<file path="config.mk">
export PLATFORM = sky130hd
export DESIGN_NAME = ysyx_25020037_lsu_axi
export DESIGN_NICKNAME = d
export VERILOG_FILES = /design/src/rtl/ysyx_25020037_lsu_axi.sv
export SDC_FILE = /design/constraint.sdc
export NUM_CORES = 1
export LEC_CHECK = 0
export ABC_AREA = 1
export ABC_CLOCK_PERIOD_IN_PS = 6200
export CORE_MARGIN = 3
export CORE_UTILIZATION = 45
export DETAILED_ROUTE_END_ITERATION = 6
export GPL_TIMING_DRIVEN = 0
export PLACE_DENSITY = 0.81
export RECOVER_POWER = 25
export SLEW_MARGIN = 20
export SYNTH_ARGS = -nofsm -noshare
export SYNTH_HDL_FRONTEND = slang
export SYNTH_SLANG_ARGS = --single-unit
</file>
<file path="constraint.sdc">
create_clock -name clk -period 6.2 [get_ports clk]
set_input_delay 0.93 -clock clk [delete_from_list [all_inputs] [get_ports clk]]
set_output_delay 0.93 -clock clk [all_outputs]
set_load 0.03 [all_outputs]
</file>
<file path="src/rtl/ysyx_25020037_lsu_axi.sv">
// ysyx_25020037_lsu_axi: single-outstanding load/store unit bridging a pipeline request/response port to AXI4-Lite
module ysyx_25020037_lsu_axi #(
  parameter int DATA_W = 32,
  parameter int ADDR_W = 32,
  parameter int TAG_W  = 8
) (
  input  logic                clk,
  input  logic                rst,
  input  logic                in_valid,
  output logic                in_ready,
  input  logic [4:0]          in_op,
  input  logic [ADDR_W-1:0]   in_addr,
  input  logic [DATA_W-1:0]   in_wdata,
  input  logic [TAG_W-1:0]    in_tag,
  output logic                out_valid,
  input  logic                out_ready,
  output logic [DATA_W-1:0]   out_rdata,
  output logic [TAG_W-1:0]    out_tag,
  output logic [1:0]          out_fault,
  output logic                awvalid,
  input  logic                awready,
  output logic [ADDR_W-1:0]   awaddr,
  output logic [2:0]          awsize,
  output logic                wvalid,
  input  logic                wready,
  output logic [DATA_W-1:0]   wdata,
  output logic [DATA_W/8-1:0] wstrb,
  input  logic                bvalid,
  output logic                bready,
  input  logic [1:0]          bresp,
  output logic                arvalid,
  input  logic                arready,
  output logic [ADDR_W-1:0]   araddr,
  output logic [2:0]          arsize,
  input  logic                rvalid,
  output logic                rready,
  input  logic [DATA_W-1:0]   rdata,
  input  logic [1:0]          rresp
);
  localparam int BYTES = DATA_W / 8;
  localparam int OFF_W = $clog2(BYTES);
  localparam logic [2:0] IDLE = 3'd0, RD_A = 3'd1, RD_D = 3'd2, WR_AW = 3'd3, WR_B = 3'd4, RESP = 3'd5;
  logic [2:0]        st;
  logic [1:0]        size_q;
  logic              uns_q;
  logic [OFF_W-1:0]  off_q;
  logic [OFF_W-1:0]  off;
  logic [OFF_W-1:0]  sz_mask;
  logic [BYTES-1:0]  bmask;
  logic              illegal;
  logic              misal;
  logic [DATA_W-1:0] lane;
  logic [DATA_W-1:0] lmask;
  logic              sgn;
  logic [DATA_W-1:0] ext;
  // lmask covers the low 8<<size bits; its top set bit locates the load's sign bit
  always_comb begin
    off     = in_addr[OFF_W-1:0];
    sz_mask = OFF_W'((4'd1 << in_op[1:0]) - 4'd1);
    bmask   = BYTES'((9'd1 << (4'd1 << in_op[1:0])) - 9'd1);
    illegal = in_op[3] == in_op[4];
    misal   = ({1'b0, in_op[1:0]} > 3'(OFF_W)) || ((off & sz_mask) != '0);
    lane    = rdata >> {off_q, 3'b000};
    lmask   = ~({DATA_W{1'b1}} << (7'd8 << size_q));
    sgn     = |(lane & (lmask ^ (lmask >> 1)));
    ext     = (lane & lmask) | ((!uns_q && sgn) ? ~lmask : '0);
  end
  always_ff @(posedge clk or posedge rst) begin
    if (rst) begin
      st        <= IDLE;
      in_ready  <= 1'b1;
      out_valid <= 1'b0;
      out_rdata <= '0;
      out_tag   <= '0;
      out_fault <= 2'b00;
      awvalid   <= 1'b0;
      awaddr    <= '0;
      awsize    <= 3'd0;
      wvalid    <= 1'b0;
      wdata     <= '0;
      wstrb     <= '0;
      bready    <= 1'b0;
      arvalid   <= 1'b0;
      araddr    <= '0;
      arsize    <= 3'd0;
      rready    <= 1'b0;
      size_q    <= 2'd0;
      uns_q     <= 1'b0;
      off_q     <= '0;
    end else begin
      case (st)
        IDLE: if (in_valid && in_ready) begin
          in_ready  <= 1'b0;
          out_tag   <= in_tag;
          size_q    <= in_op[1:0];
          uns_q     <= in_op[2];
          off_q     <= off;
          out_rdata <= '0;
          out_fault <= 2'b00;
          if (illegal || misal) begin
            st        <= RESP;
            out_valid <= 1'b1;
            out_fault <= illegal ? 2'b11 : 2'b01;
          end else if (in_op[3]) begin
            st      <= RD_A;
            arvalid <= 1'b1;
            araddr  <= in_addr;
            arsize  <= {1'b0, in_op[1:0]};
          end else begin
            st      <= WR_AW;
            awvalid <= 1'b1;
            wvalid  <= 1'b1;
            awaddr  <= in_addr;
            awsize  <= {1'b0, in_op[1:0]};
            wdata   <= in_wdata << {off, 3'b000};
            wstrb   <= bmask << off;
          end
        end
        RD_A: if (arready) begin
          arvalid <= 1'b0;
          rready  <= 1'b1;
          st      <= RD_D;
        end
        RD_D: if (rvalid) begin
          rready    <= 1'b0;
          out_valid <= 1'b1;
          out_rdata <= (rresp != 2'b00) ? '0 : ext;
          out_fault <= (rresp != 2'b00) ? 2'b10 : 2'b00;
          st        <= RESP;
        end
        WR_AW: begin
          if (awready) awvalid <= 1'b0;
          if (wready) wvalid <= 1'b0;
          if ((!awvalid || awready) && (!wvalid || wready)) begin
            bready <= 1'b1;
            st     <= WR_B;
          end
        end
        WR_B: if (bvalid) begin
          bready    <= 1'b0;
          out_valid <= 1'b1;
          out_fault <= (bresp != 2'b00) ? 2'b10 : 2'b00;
          st        <= RESP;
        end
        RESP: if (out_ready) begin
          out_valid <= 1'b0;
          in_ready  <= 1'b1;
          st        <= IDLE;
        end
        default: st <= IDLE;
      endcase
    end
  end
endmodule
</file>
==> implementation parameters <==
Parameter                              Value

Outcome
  Run status    finished, violations left
  Violated checks    capacitance limit, slew limit

Synthesis
  Sequential share of the synthesized area    ~54%
  Synth cell types    32
  Most frequently used cell type in the post-synthesis netlist    sky130_fd_sc_hd__nand2_1
  Post-synthesis cell type with the largest combined area    sky130_fd_sc_hd__dfrtp_1
  Total standard cell area after synthesis    7490 um2
  Number of flops mapped to enable cells by yosys    0
  Synth Instances    939
  Asr flop ratio synth    100%
  Leading cell types by count after synthesis    340 x sky130_fd_sc_hd__nand2_1, 160 x sky130_fd_sc_hd__dfrtp_1, 99 x sky130_fd_sc_hd__o21ai_0, 72 x sky130_fd_sc_hd__inv_1, 53 x sky130_fd_sc_hd__nor2_1
  Mean instance size in the synthesized netlist    7.98 um2
  Main flop type after synthesis    sky130_fd_sc_hd__dfrtp_1
  Area share of the leading cell type in the synthesized netlist    53.4%
  Number of storage elements in the synthesis netlist    161
  Biggest area contributors in the synthesized netlist    sky130_fd_sc_hd__dfrtp_1 53%, sky130_fd_sc_hd__nand2_1 17%, sky130_fd_sc_hd__o21ai_0 6.6%, sky130_fd_sc_hd__inv_1 3.6%, sky130_fd_sc_hd__o21ai_1 3.1%
  Number of warnings printed during yosys synthesis    0

Setup path
  Endpoint kind of the worst setup timing path    async pin
  Number of buffers and inverters on the critical path    2
  Reg-to-Reg Start    st[1]$_DFFE_PP0P_
  Category of the most critical setup path    in2async
  Ordered list of cells on the worst path    clkdlybuf4s50_1 -> clkinvlp_2
  Cell family with most CP delay    buffers and inverters
  Startpoint types    input port
  Req. time, crit path    just over 6 ns
  Timing startpoint of the critical path    rst
  Cell with the largest stage delay on the worst path    sky130_fd_sc_hd__clkinvlp_2
  Worst path arrival time    3.53 ns
  Slowest stage delay, CP    2.15 ns
  CP Max Fanout    86

Detailed routing
  Vias after detailed routing    roughly 7600
  Vias per Instance    about 5.2
  Post-route DRC violation count    0
  First drt pass iteration count    6
  DRT antenna net count    0
  Final WL    25.2 mm
  Violation count after the first detailed-routing iteration    638
  Post-detailed-route wirelength per cell    17.3 um

Power
  Maximum vdd drop    0.257 mV
  Leakage power total    5.33 nW
  Final total power    5.29 mW
  Power density normalized to cell area    ~480 nW/um2

Job
  Max capacitance violation total    1

Die
  Initial standard-cell utilization of the core    46.5%
  CORE AREA    between 15000 and 20000 um2
  Rows    between 40 and 50
  Number of placed I/O pins    277
  Die Span Y    around 140 um
  Full die area    18200 um2
  Die extent in x    around 140 um

Global routing
  Gr usage total    27.9%
  Antenna violations before repair    0
  Maximum number of pins on one net before global-route repair    87
  Number of global-route vias before repair    7341
  Aggregate global routing overflow    0
  First-pass GRT wire length    39.5 mm

Clock tree
  Setup bufs post-CTS    0
  Clock latency at the later pin of the worst-skew pair    0.43 ns
  Clk slew on worst S/H paths    roughly 0.07 ns
  CTS buffer count    17
  Quantity of hold-fixing buffers added after cts    0
  H-tree levels    4
  TritonCTS clock tree    yes
  Number of clock sinks    between 150 and 200
  Clock Tree Root    sky130_fd_sc_hd__clkbuf_16
  Max Root-Sink Buffers    2
  Resize count post-CTS    0

Timing
  RSZ-0062 raised after global routing    false
  Fin crit share    58.8%
  Final Setup Violations    0
  Setup TNS    0 ns
  Final setup skew    0.00802 ns
  Worst Max-Slew Pin Slew    3.80 ns
  Max Transition Viols Final    86
  Max_slew headroom    -155%
  Count of endpoints failing hold in the final timing report    0
  Final critical path time including I/O delays and setup    about 3.6 ns
  Fmax achieved    275 MHz

Layout
  Diode count    0
  Synth-to-layout area growth    47.9%
  Share of post-route cells with drive strength above 1    under 10%
  Net total in the final layout    roughly 1400
  Final core occ    68.8%
  Layout Cell Area excl Fill    11100 um2

Place
  Half-perimeter wire length after placement    approximately 19 mm
  Gp weighted congestion    0.964
  Standard cell area after detailed placement    between 10000 and 15000 um2
  Count of buffers from port buffering    273

Min path
  Class of the worst hold path    reg2reg
  Worst min-delay path startpoint    wdata[16]$_DFFE_PP0P_
## worst paths after layout
check / end / cells after the start / slack [ns]
worst max register to register: wdata[1]$_DFFE_PP0P_ / 8 / 4.13
worst min-delay path: wdata[16]$_DFFE_PP0P_ / 2 / 0.47
worst min register to register: wdata[16]$_DFFE_PP0P_ / 2 / 0.47
worst max-delay path: araddr[24]$_DFFE_PP0P_ / 2 / 2.56
min in group asynchronous: araddr[8]$_DFFE_PP0P_ / 2 / 1.97
max in group clk: in_ready / 1 / 3.59
## cell families (layout without fill, tap and decap cells)
| group | after synthesis | in the layout | share of synthesized area, % |
|---|---|---|---|
| AOI/OAI and AO/OA | 204 | 204 | 14.4 |
| xor gates and xnor gates | 2 | 2 | 0.234 |
| buffers and inverters | 129 | 435 | 7.98 |
| DFF | 161 | 161 | 53.8 |
| other | 1 | 2 | 0.0500 |
| and+or+nand+nor | 442 | 442 | 23.5 |
## cell usage in the layout (no fill, tap or decap), types with 2 or more instances in the layout
master,instances
sky130_fd_sc_hd__a21oi_1,36
sky130_fd_sc_hd__a22o_1,6
sky130_fd_sc_hd__buf_2,12
sky130_fd_sc_hd__buf_4,4
sky130_fd_sc_hd__buf_6,10
sky130_fd_sc_hd__clkbuf_1,26
sky130_fd_sc_hd__clkbuf_16,17
sky130_fd_sc_hd__clkdlybuf4s50_1,271
sky130_fd_sc_hd__clkinv_1,2
sky130_fd_sc_hd__clkinv_4,3
sky130_fd_sc_hd__clkinvlp_4,6
sky130_fd_sc_hd__conb_1,2
sky130_fd_sc_hd__dfrtp_1,160
sky130_fd_sc_hd__dlygate4sd3_1,2
sky130_fd_sc_hd__inv_1,71
sky130_fd_sc_hd__inv_2,3
sky130_fd_sc_hd__inv_6,3
sky130_fd_sc_hd__nand2_1,340
sky130_fd_sc_hd__nand2_2,5
sky130_fd_sc_hd__nand3_1,31
sky130_fd_sc_hd__nand3_2,2
sky130_fd_sc_hd__nand4_1,2
sky130_fd_sc_hd__nor2_1,53
sky130_fd_sc_hd__nor2_2,2
sky130_fd_sc_hd__nor2_4,2
sky130_fd_sc_hd__nor3_1,3
sky130_fd_sc_hd__o211ai_1,3
sky130_fd_sc_hd__o21a_1,3
sky130_fd_sc_hd__o21ai_0,99
sky130_fd_sc_hd__o21ai_1,46
sky130_fd_sc_hd__o21ai_2,4
sky130_fd_sc_hd__o22ai_1,7
## cell type report
cell class / count / area (um2)
Fill cell: 1329 / 5030
Sequential cell: 161 / 4030
Multi-Input combinational cell: 650 / 2870
Timing Repair Buffer: 274 / 2760
Clock buffer: 19 / 443
Buffer: 52 / 300
Inverter: 77 / 290
Tap cell: 216 / 270
Clock inverter: 13 / 128
## report_power, final
part	switching, mW	internal (mW)
Clock	0.452	0.568
Combinational	1.60	1.00
Sequential	0.239	1.44
## state kept, by name, summed over array words and instances, names as in the netlist
signal	cells
st	3
in_ready	1
awaddr	32
awvalid	1
off_q	2
awsize	2
wstrb	4
uns_q	1
arsize	2
araddr	32
wdata	32
size_q	2
out_tag	8
arvalid	1
out_valid	1
out_rdata	32
wvalid	1
rready	1
out_fault	2
bready	1
## metal layers
layer,part of all wire (%),GRT usage [%]
met1,41,36.6
met2,47,45.4
met3,8.7,6.89
met4,3.1,9.74
met5,0,0
## per-stage QoR
step | hold slack (ns) | worst slack, ns | instances
5_1_grt | 0.500 | 1.88 | 1462
2_1_floorplan | 0.475 | 0.923 | 940
3_3_place_gp | 0.456 | -1.26 | 1429
4_1_cts | 0.478 | 3.57 | 1462
6_report | 0.471 | 2.56 | 1462
3_5_place_dp | 0.461 | 3.28 | 1430
## tightest hold or removal path, stage by stage (launching register included)
cell                      delay [ns]
sky130_fd_sc_hd__dfrtp_1        0.34
sky130_fd_sc_hd__nand2_1        0.05
sky130_fd_sc_hd__nand2_1        0.05
No activity file was read; power rests on OpenSTA's default activity.
